File: config.mk
export PLATFORM = sky130hd
export DESIGN_NAME = pipeline_control_unit
export DESIGN_NICKNAME = d
export VERILOG_FILES = /design/src/rtl/pipe_ctrl_pkg.sv /design/src/rtl/pipeline_control_unit_hazard_detect.sv /design/src/rtl/pipeline_control_unit.sv
export SDC_FILE = /design/constraint.sdc
export NUM_CORES = 1
export LEC_CHECK = 0
export CORE_MARGIN = 2
export CORE_UTILIZATION = 29
export DETAILED_ROUTE_END_ITERATION = 8
export PLACE_DENSITY_LB_ADDON = 0.15
export SLEW_MARGIN = 20
export SYNTH_ARGS = -nofsm -noshare
export SYNTH_HDL_FRONTEND = slang
export SYNTH_SLANG_ARGS = --single-unit
File: constraint.sdc
create_clock -name clk -period 1.7 [get_ports clk]
set_input_delay 0.34 -clock clk [delete_from_list [all_inputs] [get_ports clk]]
set_output_delay 0.34 -clock clk [all_outputs]
set_load 0.03 [all_outputs]
File: src/rtl/pipe_ctrl_pkg.sv
// Shared types and constants for the pipeline stall/flush sequencer.
package pipe_ctrl_pkg;

  typedef enum logic [1:0] {
    ST_RUN        = 2'd0,
    ST_FLUSH_PEND = 2'd1,
    ST_DRAIN      = 2'd2,
    ST_HALTED     = 2'd3
  } pipe_state_e;

  localparam logic [3:0]  OP_LW       = 4'h8;
  localparam logic [3:0]  OP_HLT      = 4'hF;
  // Opcodes up to this value read rt as a source operand.
  localparam logic [3:0]  RT_USER_MAX = 4'h7;
  localparam logic [15:0] NOP         = 16'h0000;

endpackage

File: src/rtl/pipeline_control_unit_hazard_detect.sv
// Combinational load-use compare between the load in execute and the
// source registers of the instruction held in the FD register.
module hazard_detect
  import pipe_ctrl_pkg::*;
(
  input  logic [15:0] instr_fd,
  input  logic        ex_mem_read,
  input  logic [3:0]  ex_rd,
  output logic        load_use
);

  logic [3:0] opcode;
  logic [3:0] rs;
  logic [3:0] rt;
  logic       rs_hit;
  logic       rt_hit;
  logic       unused_mid;

  assign opcode = instr_fd[15:12];
  assign rs     = instr_fd[7:4];
  assign rt     = instr_fd[3:0];

  // Bits [11:8] hold the destination, which never creates a read hazard.
  assign unused_mid = ^instr_fd[11:8];

  assign rs_hit = (ex_rd == rs);
  // Only the low opcodes actually read rt; higher ones use that field as an immediate.
  assign rt_hit = (ex_rd == rt) && (opcode <= RT_USER_MAX);

  // r0 is hard-wired to zero, so a load targeting it never needs a stall.
  assign load_use = ex_mem_read && (ex_rd != 4'h0) && (rs_hit || rt_hit);

endmodule

File: src/rtl/pipeline_control_unit.sv
// Central stall/flush sequencer for the 5-stage pipeline.
// Optional performance counters are built when PIPE_PERF_CNT_EN is defined.
module pipeline_control_unit
  import pipe_ctrl_pkg::*;
#(
  parameter int DRAIN_DEPTH = 3
) (
  input  logic        clk,
  input  logic        rst,
  input  logic [15:0] instr_fd,
  input  logic        ex_mem_read,
  input  logic [3:0]  ex_rd,
  input  logic        branch_taken_d,
  input  logic        imem_stall,
  input  logic        dmem_stall,
  output logic        pc_en,
  output logic        fd_enable,
  output logic        fd_flush,
  output logic        de_bubble,
  output logic        xm_enable,
  output logic        halted,
  output logic [15:0] stall_cnt,
  output logic [15:0] flush_cnt
);

  localparam logic [1:0] RUN        = ST_RUN;
  localparam logic [1:0] FLUSH_PEND = ST_FLUSH_PEND;
  localparam logic [1:0] DRAIN      = ST_DRAIN;
  localparam logic [1:0] HALTED     = ST_HALTED;
  localparam logic [1:0] DRAIN_INIT = 2'(DRAIN_DEPTH - 1);

  logic [1:0] state;
  logic [1:0] state_nxt;
  logic [1:0] drain_cnt;
  logic [1:0] drain_cnt_nxt;
  logic       load_use;
  logic       is_hlt;
  logic       unused_operands;

  hazard_detect u_hazard_detect (
    .instr_fd    (instr_fd),
    .ex_mem_read (ex_mem_read),
    .ex_rd       (ex_rd),
    .load_use    (load_use)
  );

  assign is_hlt          = (instr_fd[15:12] == OP_HLT);
  assign unused_operands = ^instr_fd[11:0];

  // NOTE: every output and next-state signal gets a default at the top of the
  // block so no path leaves one unassigned, which would infer a latch.
  always_comb begin
    pc_en         = 1'b1;
    fd_enable     = 1'b1;
    xm_enable     = 1'b1;
    fd_flush      = 1'b0;
    de_bubble     = 1'b0;
    state_nxt     = state;
    drain_cnt_nxt = drain_cnt;

    if (!rst) begin
      // Hold the whole pipeline still while reset is asserted.
      pc_en     = 1'b0;
      fd_enable = 1'b0;
      xm_enable = 1'b0;
    end else if (state == HALTED) begin
      pc_en     = 1'b0;
      fd_enable = 1'b0;
      xm_enable = 1'b0;
    end else if (dmem_stall) begin
      pc_en     = 1'b0;
      fd_enable = 1'b0;
      xm_enable = 1'b0;
    end else begin
      case (state)
        RUN: begin
          if (load_use) begin
            pc_en     = 1'b0;
            fd_enable = 1'b0;
            de_bubble = 1'b1;
          end else if (branch_taken_d) begin
            fd_flush = 1'b1;
            // Target is loaded now; the flush must persist until fetch delivers.
            if (imem_stall) state_nxt = FLUSH_PEND;
          end else if (imem_stall) begin
            pc_en    = 1'b0;
            fd_flush = 1'b1;
          end else if (is_hlt) begin
            pc_en         = 1'b0;
            fd_enable     = 1'b0;
            de_bubble     = 1'b1;
            state_nxt     = DRAIN;
            drain_cnt_nxt = DRAIN_INIT;
          end
        end
        FLUSH_PEND: begin
          if (imem_stall) begin
            pc_en     = 1'b0;
            fd_enable = 1'b0;
            fd_flush  = 1'b1;
          end else begin
            state_nxt = RUN;
          end
        end
        DRAIN: begin
          pc_en     = 1'b0;
          fd_enable = 1'b0;
          de_bubble = 1'b1;
          if (drain_cnt == 2'd0) state_nxt = HALTED;
          else                   drain_cnt_nxt = drain_cnt - 2'd1;
        end
        default: begin
          state_nxt = RUN;
        end
      endcase
    end
  end

  // NOTE: sequential state uses non-blocking assignments so every flop samples
  // the pre-edge values regardless of statement order.
  always_ff @(posedge clk or negedge rst) begin
    if (!rst) begin
      state     <= RUN;
      drain_cnt <= 2'd0;
    end else begin
      state     <= state_nxt;
      drain_cnt <= drain_cnt_nxt;
    end
  end

  assign halted = (state == HALTED);

`ifdef PIPE_PERF_CNT_EN
  logic stall_inc;
  logic flush_inc;

  assign stall_inc = !pc_en && rst && ((state == RUN) || (state == FLUSH_PEND));
  assign flush_inc = fd_flush;

  always_ff @(posedge clk or negedge rst) begin
    if (!rst) begin
      stall_cnt <= 16'h0000;
      flush_cnt <= 16'h0000;
    end else begin
      if (stall_inc && (stall_cnt != 16'hFFFF)) stall_cnt <= stall_cnt + 16'h0001;
      if (flush_inc && (flush_cnt != 16'hFFFF)) flush_cnt <= flush_cnt + 16'h0001;
    end
  end
`else
  assign stall_cnt = 16'h0000;
  assign flush_cnt = 16'h0000;
`endif

endmodule
* Word level (Yosys, flattened, before mapping)
Cells that the tools add are included.
** Operators by class
- Add/subtract/negate cells :: 1
- Multiply operators :: 0
- Div/mod/pow operators :: 0
- Magnitude comparators :: 1
- Equal/unequal tests :: 16
- Shift-type cells :: 0
- Multiplexer cells :: 46
- Bitwise operators :: 2
- Reductions and logical operators :: 10
** Operators with widths (number)
- two-way mux 1 bit :: 30
- two-way mux 2 bit :: 10
- AND reduction 9 bit :: 2
- inequality test 2 bit (second input constant) :: 7
- inequality test 3 bit (second input constant) :: 3
- equality test 4 bit :: 2
- case mux 1 bit (3 select lines) :: 2
- case mux 2 bit (3 select lines) :: 1
- equality test 2 bit (second input constant) :: 2
- equality test 4 bit (second input constant) :: 1
- less-or-equal comparator 4 x 3 -> 1 bit (second input constant) :: 1
- logical NOT 2 bit :: 2
- case mux 1 bit (2 select lines) :: 2
- case mux 2 bit (2 select lines) :: 1
- nonzero test 4 bit :: 1
- logical AND 1 bit :: 3
- equality test 2 x 1 -> 1 bit (second input constant) :: 1
- inverter 1 bit :: 2
- nonzero test 2 bit :: 1
- subtractor 2 x 1 -> 2 bit (second input constant) :: 1
- logical OR 1 bit :: 1
** Storage, ports and cells
- Register bits :: 4
- Bits in latches :: 0
- RAM bits :: 0
- ROM bits :: 0
- Input port bits :: 26
- Memories kept :: 0

* Logic depth before layout (Yosys ltp)
Gate-level depths: netlist of the first run.
- Word-level depth :: 9
- Mapped depth :: 7
- Gate-level depth less buffers :: 7

* Hierarchy
A second synthesis of the first run with hierarchy kept.
** Unflattened totals
- Cell total of the unflattened synthesis :: 99
- Area total of the unflattened synthesis :: 754.5 µm²
** By module, submodules not included
- pipeline_control_unit :: times used 1, cells each 86, area an instance 651.9 µm², sequential area each 100.1 µm²
- hazard_detect :: times used 1, cells each 13, area an instance 102.6 µm², sequential area each 0.0 µm²

* Worst setup path before layout of the first run
OpenSTA, ideal clock, no wires.
- Path type :: input to output
- Start point :: input port ex_rd[0]
- End point :: output port fd_flush
- Arrival time :: 1770 ps
- Setup slack :: -410 ps
- Stages :: 5
- Cell sequence :: o41ai_4 nor3_2 a2bb2oi_2 nor2_1 nor3_1
** Between the ends
- Longest elaborated chain between the ends :: 9
** RTL lines
- start: declaration :: line pipeline_control_unit.sv:12 : input logic [3:0] ex_rd,
- equality test 4 bit :: line pipeline_control_unit_hazard_detect.sv:28 : assign rt_hit = (ex_rd == rt) && (opcode <= RT_USER_MAX);
- logical AND 1 bit :: line pipeline_control_unit_hazard_detect.sv:28
- logical OR 1 bit :: line pipeline_control_unit_hazard_detect.sv:31 : assign load_use = ex_mem_read && (ex_rd != 4'h0) && (rs_hit || rt_hit);
- logical AND 1 bit * :: line pipeline_control_unit_hazard_detect.sv:31
- two-way mux 1 bit * :: line pipeline_control_unit.sv:77 : if (load_use) begin
- case mux 1 bit (2 select lines) * :: line pipeline_control_unit.sv:75 : case (state)
- two-way mux 1 bit * :: line pipeline_control_unit.sv:70 : end else if (dmem_stall) begin
- two-way mux 1 bit * :: line pipeline_control_unit.sv:66 : end else if (state == HALTED) begin
- two-way mux 1 bit * :: line pipeline_control_unit.sv:61 : if (!rst) begin
- end: declaration :: line pipeline_control_unit.sv:18 : output logic fd_flush,
Mark *: on every way between the ends. The rest lies on a longest branch, timed or not.

* Worst setup path after layout of the first run
- Start point :: input port rst
- End point :: output port fd_enable
** Between the ends
- Longest elaborated chain between the ends :: 1
** RTL lines
- start: declaration :: line pipeline_control_unit.sv:9 : input logic rst,
- two-way mux 1 bit :: line pipeline_control_unit.sv:61
- end: declaration :: line pipeline_control_unit.sv:17 : output logic fd_enable,
Every way passes these cells.

==> results of run 1 <==
-- placed cells by master, fill, tap and decap left out, drive strengths merged, types with 4 or more instances in the layout --
| cell | n |
|---|---|
| buf | 27 |
| conb | 32 |
| dfrtp | 4 |
| dlygate4sd2 | 12 |
| nor2 | 7 |
| nor2b | 4 |
| nor3 | 5 |
| o21ai | 4 |
| xnor2 | 4 |
| xor2 | 4 |
-- power groups by stage --
stage                     clock network (mW)  registers (mW)  logic, mW
final                                  0.113           0.180      0.681
after global routing                   0.126           0.187      0.745
after CTS                              0.119           0.180      0.677
after detailed placement                   0           0.176      0.665
after global placement                     0           0.176      0.657
after floorplan                            0           0.173      0.480
-- cell families (layout without fill, tap and decap cells) --
kind of cell / after synthesis / after routing / synth area share (%)
fa+ha+maj: 1 / 1 / 1.65
compound gates: 14 / 14 / 17.0
flops: 4 / 4 / 13.2
simple gates: 30 / 30 / 24.0
xor+xnor: 8 / 8 / 9.26
other cells: 1 / 32 / 0.495
buf+inv: 37 / 50 / 34.4
-- worst paths after layout --
check / startpoint / depth (start not counted) / to / slack (ps)
worst max-delay path: rst / 5 / fd_enable / -250
worst min-delay path: rst / 2 / state[1] / 390
worst max register to register: state[1] / 5 / state[1] / 250
worst min register to register: drain_cnt[0] / 3 / drain_cnt[0] / 550
max in group asynchronous: rst / 2 / drain_cnt[0] / 1210
min in group clk: drain_cnt[0] / 3 / drain_cnt[0] / 550
-- sequential cells by signal, summed over array words and instances (netlist names) --
| name | cells |
|---|---|
| drain_cnt | 2 |
| state | 2 |
-- final cells by class --
cell class	instances	area, sq um	share of cell area (%)
clock buffers	3	22.5	2.00
inverters	3	11.3	1.00
multi-input cells	85	573	51.0
flip-flops and latches	4	100	8.91
well taps	30	37.5	3.34
repair buffers	44	379	33.7
-- worst register-to-register path, delay by kind of cell, from the launching register on --
family | cells | cell delay, ps
buf+inv | 1 | 190
flops | 1 | 380
simple gates | 4 | 770
-- routing by layer --
metal / GRT usage [%] / vias to the layer above / wire length [um] / share of wire (%)
li1: - / 349 / - / -
met1: 10.6 / 329 / 601 / 35
met2: 23.4 / 33 / 960 / 55
met4: 6.10 / 0 / 17 / 0.98
met3: 1.34 / 2 / 157 / 9.0
met5: 0 / - / 0 / 0
-- per-stage QoR --
step,cell area [sq um],TNS (ps)
after floorplan,892,-603
after global placement,1060,-4860
after detailed placement,1060,-5000
after CTS,1100,-1100
after global routing,1120,-1280
final,1120,-946
-- timing repair --
action,CTS,global route
endpoints found under the setup margin,8,9
endpoints found under the hold margin,0,0
resized for setup,42,7
setup buffers,0,1
pin swaps,14,6
==> metrics.cfg, run 1 <==
[run_status]
status=complete, but fails checks
violations=setup timing

[timing]
finClkSkew_ps=1.13
setup_ws_ps=-251
period_share_pct=115
setup_viol=4
rsz0062_at_grt=yes
hold_violations=0
period_needed_ps=1950
timing.fmax_ghz=0.512
slew_violations=0
whs_ps=395

[power_and_ir_drop]
power_mw=0.974
p_leak_nw=0.548
p_seq_share_pct=18.5
p_comb_share_pct=69.9
max-vdd-ir-drop_mv=0.997
p_int_mw=0.493
switching_share_pct=49.3
switching_power_mw=0.481
powerDensity_mw_per_mm2=867
pwr-share-clk_pct=11.6

[synth]
synth_top_area_share_pct=31.7
synth_seq_cells=4
yosysMostFrequentCell=buf_4
ys_seq_area_share_pct=13.2
synth_common_cells=32 x buf_4, 7 x nor2_1
ys_types=34
avgSynthCellArea_sq_um=7.97
ys_warn_count=0
synth_cells=95
synth-async-reset-ratio_pct=100
netlist_area_sq_um=757
synth_edf_count=0
ys.flop_type=dfrtp_1
ys_top_cells_by_area=buf_4 32%, dfrtp_1 13%, xnor2_1 4.6%
yosys.area.top_type=buf_4

[grt]
grt_max_degree=14
antenna_found_initial=0
grt_pass1_vias=642
grt_usage_pct=11.4
overflow=0
grt_pass1_wl_um=2460

[layout]
nets=168
final_util_pct=45.4
fin_cells=169
nFillCells=258
synthToLayoutAreaGrowth_pct=48.4
diodes=0
drive_gt1_share_pct=34.5

[die]
dieHeight_um=55.1
fp.dieW_um=55.1
dieArea_sq_mm=0.00303
core_sq_mm=0.00248
rows=18
ios=64
initial_core_util_pct=30.6

[critical_path]
crit_type=input pin to output pin
cpPeakStageDelay_ps=470
crit_path_cell_trace=clkdlybuf4s50_1 > nand2b_1 > or2_4 > o31ai_4 > buf_6
arrival_ps=1610
crit_slowest_cell=clkdlybuf4s50_1
start_kind=input pin
required_ps=1360
cp_num_buf_inv=2
critPathMaxFanout=4
crit_family=buffers and inverters
cp-end-kind=output pin

[place]
post-place-ws_ps=-687
dp_hpwl_um=1490
io_buffers=27
place_inst=166
place.gp.congestion=0.679

[worst_hold_path]
hold_class=input pin to async pin

[detailed_routing]
wl_per_cell_um=10.3
vias_per_cell=4.22
drtPass1Iterations=4
drt-initial-drc-count=1
via_count=713
drc=0
drt_wl_total_um=1740
antenna_left=0

[clock_tree]
cts-root-buf=clkbuf_4
cts_tree=yes
cts_sinks=4
cts.path.max_buffers=2
cts.clk_slew.worst_paths_ps=30
clk_latency_ps=230
cts_made_buffers=3
htree_num_levels=1
hold_buffers=0

[flow_run]
max-cap-violations=0

No activity file was read; power rests on OpenSTA's default activity.
==> run 2: changes to the inputs <==
CORE_UTILIZATION = 30   (was 29)
CTS_BUF_LIST = sky130_fd_sc_hd__clkbuf_8   (was default)
==> run 2 against run 1 <==
Compared with the run above:
- the flow still finishes with violations (setup timing)
- clock power up 73%
- critical path depth up 2
- global-route usage rose by 1.6 points
- via count grew 2.8%
- clock skew increased by 0.73 ps
- largest power group unchanged
==> metrics.cfg, run 2 (same netlist as run 1, synthesis figures left out) <==
[place]
place.gp.congestion=0.752  ; +11%
dp_hpwl_um=1450  ; -2.8%
post-place-ws_ps=-739  ; -51.6 ps
io_buffers=27  ; unchanged
post_dp_cell_area_sq_mm=0.00106  ; unchanged

[layout]
largestRegisters=drain_cnt: 2 flops, state: 2 flops
synthToLayoutAreaGrowth_pct=71.2
nets=175  ; +4.2%
layout_common_cells=32 x conb_1, 17 x buf_4, 15 x buf_6
drive_gt1_share_pct=42.5  ; +7.9 points
final_cell_area_sq_mm=0.00130  ; +15%
layout.cells.most_common=conb_1
diodes=0  ; unchanged
final_util_pct=53.3  ; +7.9 points

[critical_path]
arrival_ps=1690  ; +80 ps
endpoint=fd_enable
cp-end-kind=output pin
critPathMaxFanout=4  ; unchanged
crit_type=input pin to output pin
r2r_end=state[1]
rr_worst_depth=5  ; unchanged
timing.rr.start=state[1]
r2r_setup_slack_ps=210  ; -40 ps
startpoint=ex_rd[0]
required_ps=1360  ; about the same
start_kind=input pin

[clock_tree]
cts.clk_slew.worst_paths_ps=30  ; about the same
cts.path.max_buffers=2  ; unchanged
cts-root-buf=clkbuf_8
cts_tree=yes
cts_made_buffers=3  ; unchanged
htree_num_levels=1  ; unchanged
cts_sinks=4  ; unchanged
hold_buffers=0  ; unchanged
clk_latency_ps=220  ; about the same

[timing]
slew_violations=0  ; unchanged
setup_ws_ps=-333  ; -81.9 ps
period_share_pct=120  ; +4.8 points
finClkSkew_ps=1.86  ; +0.731 ps
rsz0062_at_grt=yes
setup_viol=6  ; +2
timing.fmax_ghz=0.492  ; -4.0%
hold_violations=0  ; unchanged
period_needed_ps=2030  ; +81.9 ps

[detailed_routing]
via_count=733  ; +2.8%
vias_per_cell=4.16  ; -1.3%
drtPass1Iterations=4  ; unchanged
antenna_left=0  ; unchanged
drc=0  ; unchanged
wl_per_cell_um=11.0  ; +6.6%
drt_wl_total_um=1930  ; +11%
drt-initial-drc-count=5  ; +4

[flow_run]
max-cap-violations=0  ; unchanged

[power_and_ir_drop]
powerDensity_mw_per_mm2=876  ; +1.0%
power_mw=1.14  ; +17%
p_int_mw=0.607  ; +23%
pwr-share-clk_pct=17.2  ; +5.6 points
max-vdd-ir-drop_mv=0.900  ; -9.8%
p_seq_share_pct=16.7  ; -1.8 points
p_leak_nw=0.610  ; +11%
p_comb_share_pct=66.1  ; -3.8 points
switching_share_pct=46.5  ; -2.8 points
switching_power_mw=0.528  ; +9.9%

[grt]
grt_pass1_vias=639  ; -0.47%
grt_usage_pct=12.9  ; +1.6 points
grt_max_degree=14  ; unchanged
overflow=0  ; unchanged
antenna_found_initial=0  ; unchanged
grt_pass1_wl_um=2730  ; +11%

[die]
rows=18  ; unchanged
fp.dieW_um=54.2  ; -1.6%
core_sq_mm=0.00243  ; -1.8%
ios=64  ; unchanged
initial_core_util_pct=31.1  ; +0.57 points
dieArea_sq_mm=0.00294  ; -3.1%
dieHeight_um=54.2  ; -1.6%

[worst_hold_path]
hold_class=input pin to async pin

[run_status]
status=complete, but fails checks
violations=setup timing

run 2: cell types whose count changed in the layout (fill, tap and decap cells not counted), sizes merged:
cell	before	now
clkdlybuf4s15	0	5
clkbuf	3	5
clkdlybuf4s50	2	4
dlymetal6s2s	3	1
dlygate4sd2	12	5
buf	27	34
run 2: cell type report:
type | count | area, sq um
inverter | 3 | 11.3
timing repair buffer | 51 | 483
tap | 30 | 37.5
clock buffer | 3 | 41.3
fill | 227 | 1140
sequential | 4 | 100
multi-input combinational | 85 | 623
run 2: per-stage QoR:
step / hold WS [ps] / instances / setup TNS, ps
finish: 47.6 / 176 / -1560
global route: 68.4 / 176 / -2080
CTS: 413 / 173 / -1260
detailed placement: 564 / 166 / -4750
global placement: 565 / 166 / -4540
floorplan: 44.4 / 126 / -603
run 2: power by group through the flow:
stage / combinational (mW) / clock (mW) / sequential [mW]
final: 0.751 / 0.195 / 0.189
after global routing: 0.825 / 0.214 / 0.201
after CTS: 0.681 / 0.201 / 0.185
after detailed placement: 0.658 / 0 / 0.183
after global placement: 0.646 / 0 / 0.185
after floorplan: 0.480 / 0 / 0.173
run 2: worst min path at each step:
| stage | from | to | slack (ps) | depth (start not counted) |
|---|---|---|---|---|
| 3_3_place_gp | drain_cnt[0] | drain_cnt[0] | 570 | 3 |
| 3_5_place_dp | drain_cnt[0] | drain_cnt[0] | 560 | 3 |
| 2_1_floorplan | rst | drain_cnt[0] | 40 | 0 |
| 4_1_cts | rst | state[1] | 410 | 2 |
| 6_report | rst | state[1] | 50 | 2 |
| 5_1_grt | rst | state[0] | 70 | 2 |
run 2: routing by layer:
metal	wire length [um]	GRT usage [%]	up-vias
met5	0	0	-
met4	24	6.25	0
met3	160	2.19	2
met2	979	21.9	39
met1	763	15.8	328
li1	-	-	364
run 2: critical path: stages:
cell	delay [ps]
buf_8	100
o41ai_4	370
buf_4	180
a2bb2oi_4	210
o31ai_4	120
o31ai_4	200
buf_6	160
run 2: what timing repair did:
item / CTS / global route
gates resized for setup: 43 / 36
setup endpoints to repair: 8 / 9
buffers inserted: 4 / 4
pin swaps: 12 / 17
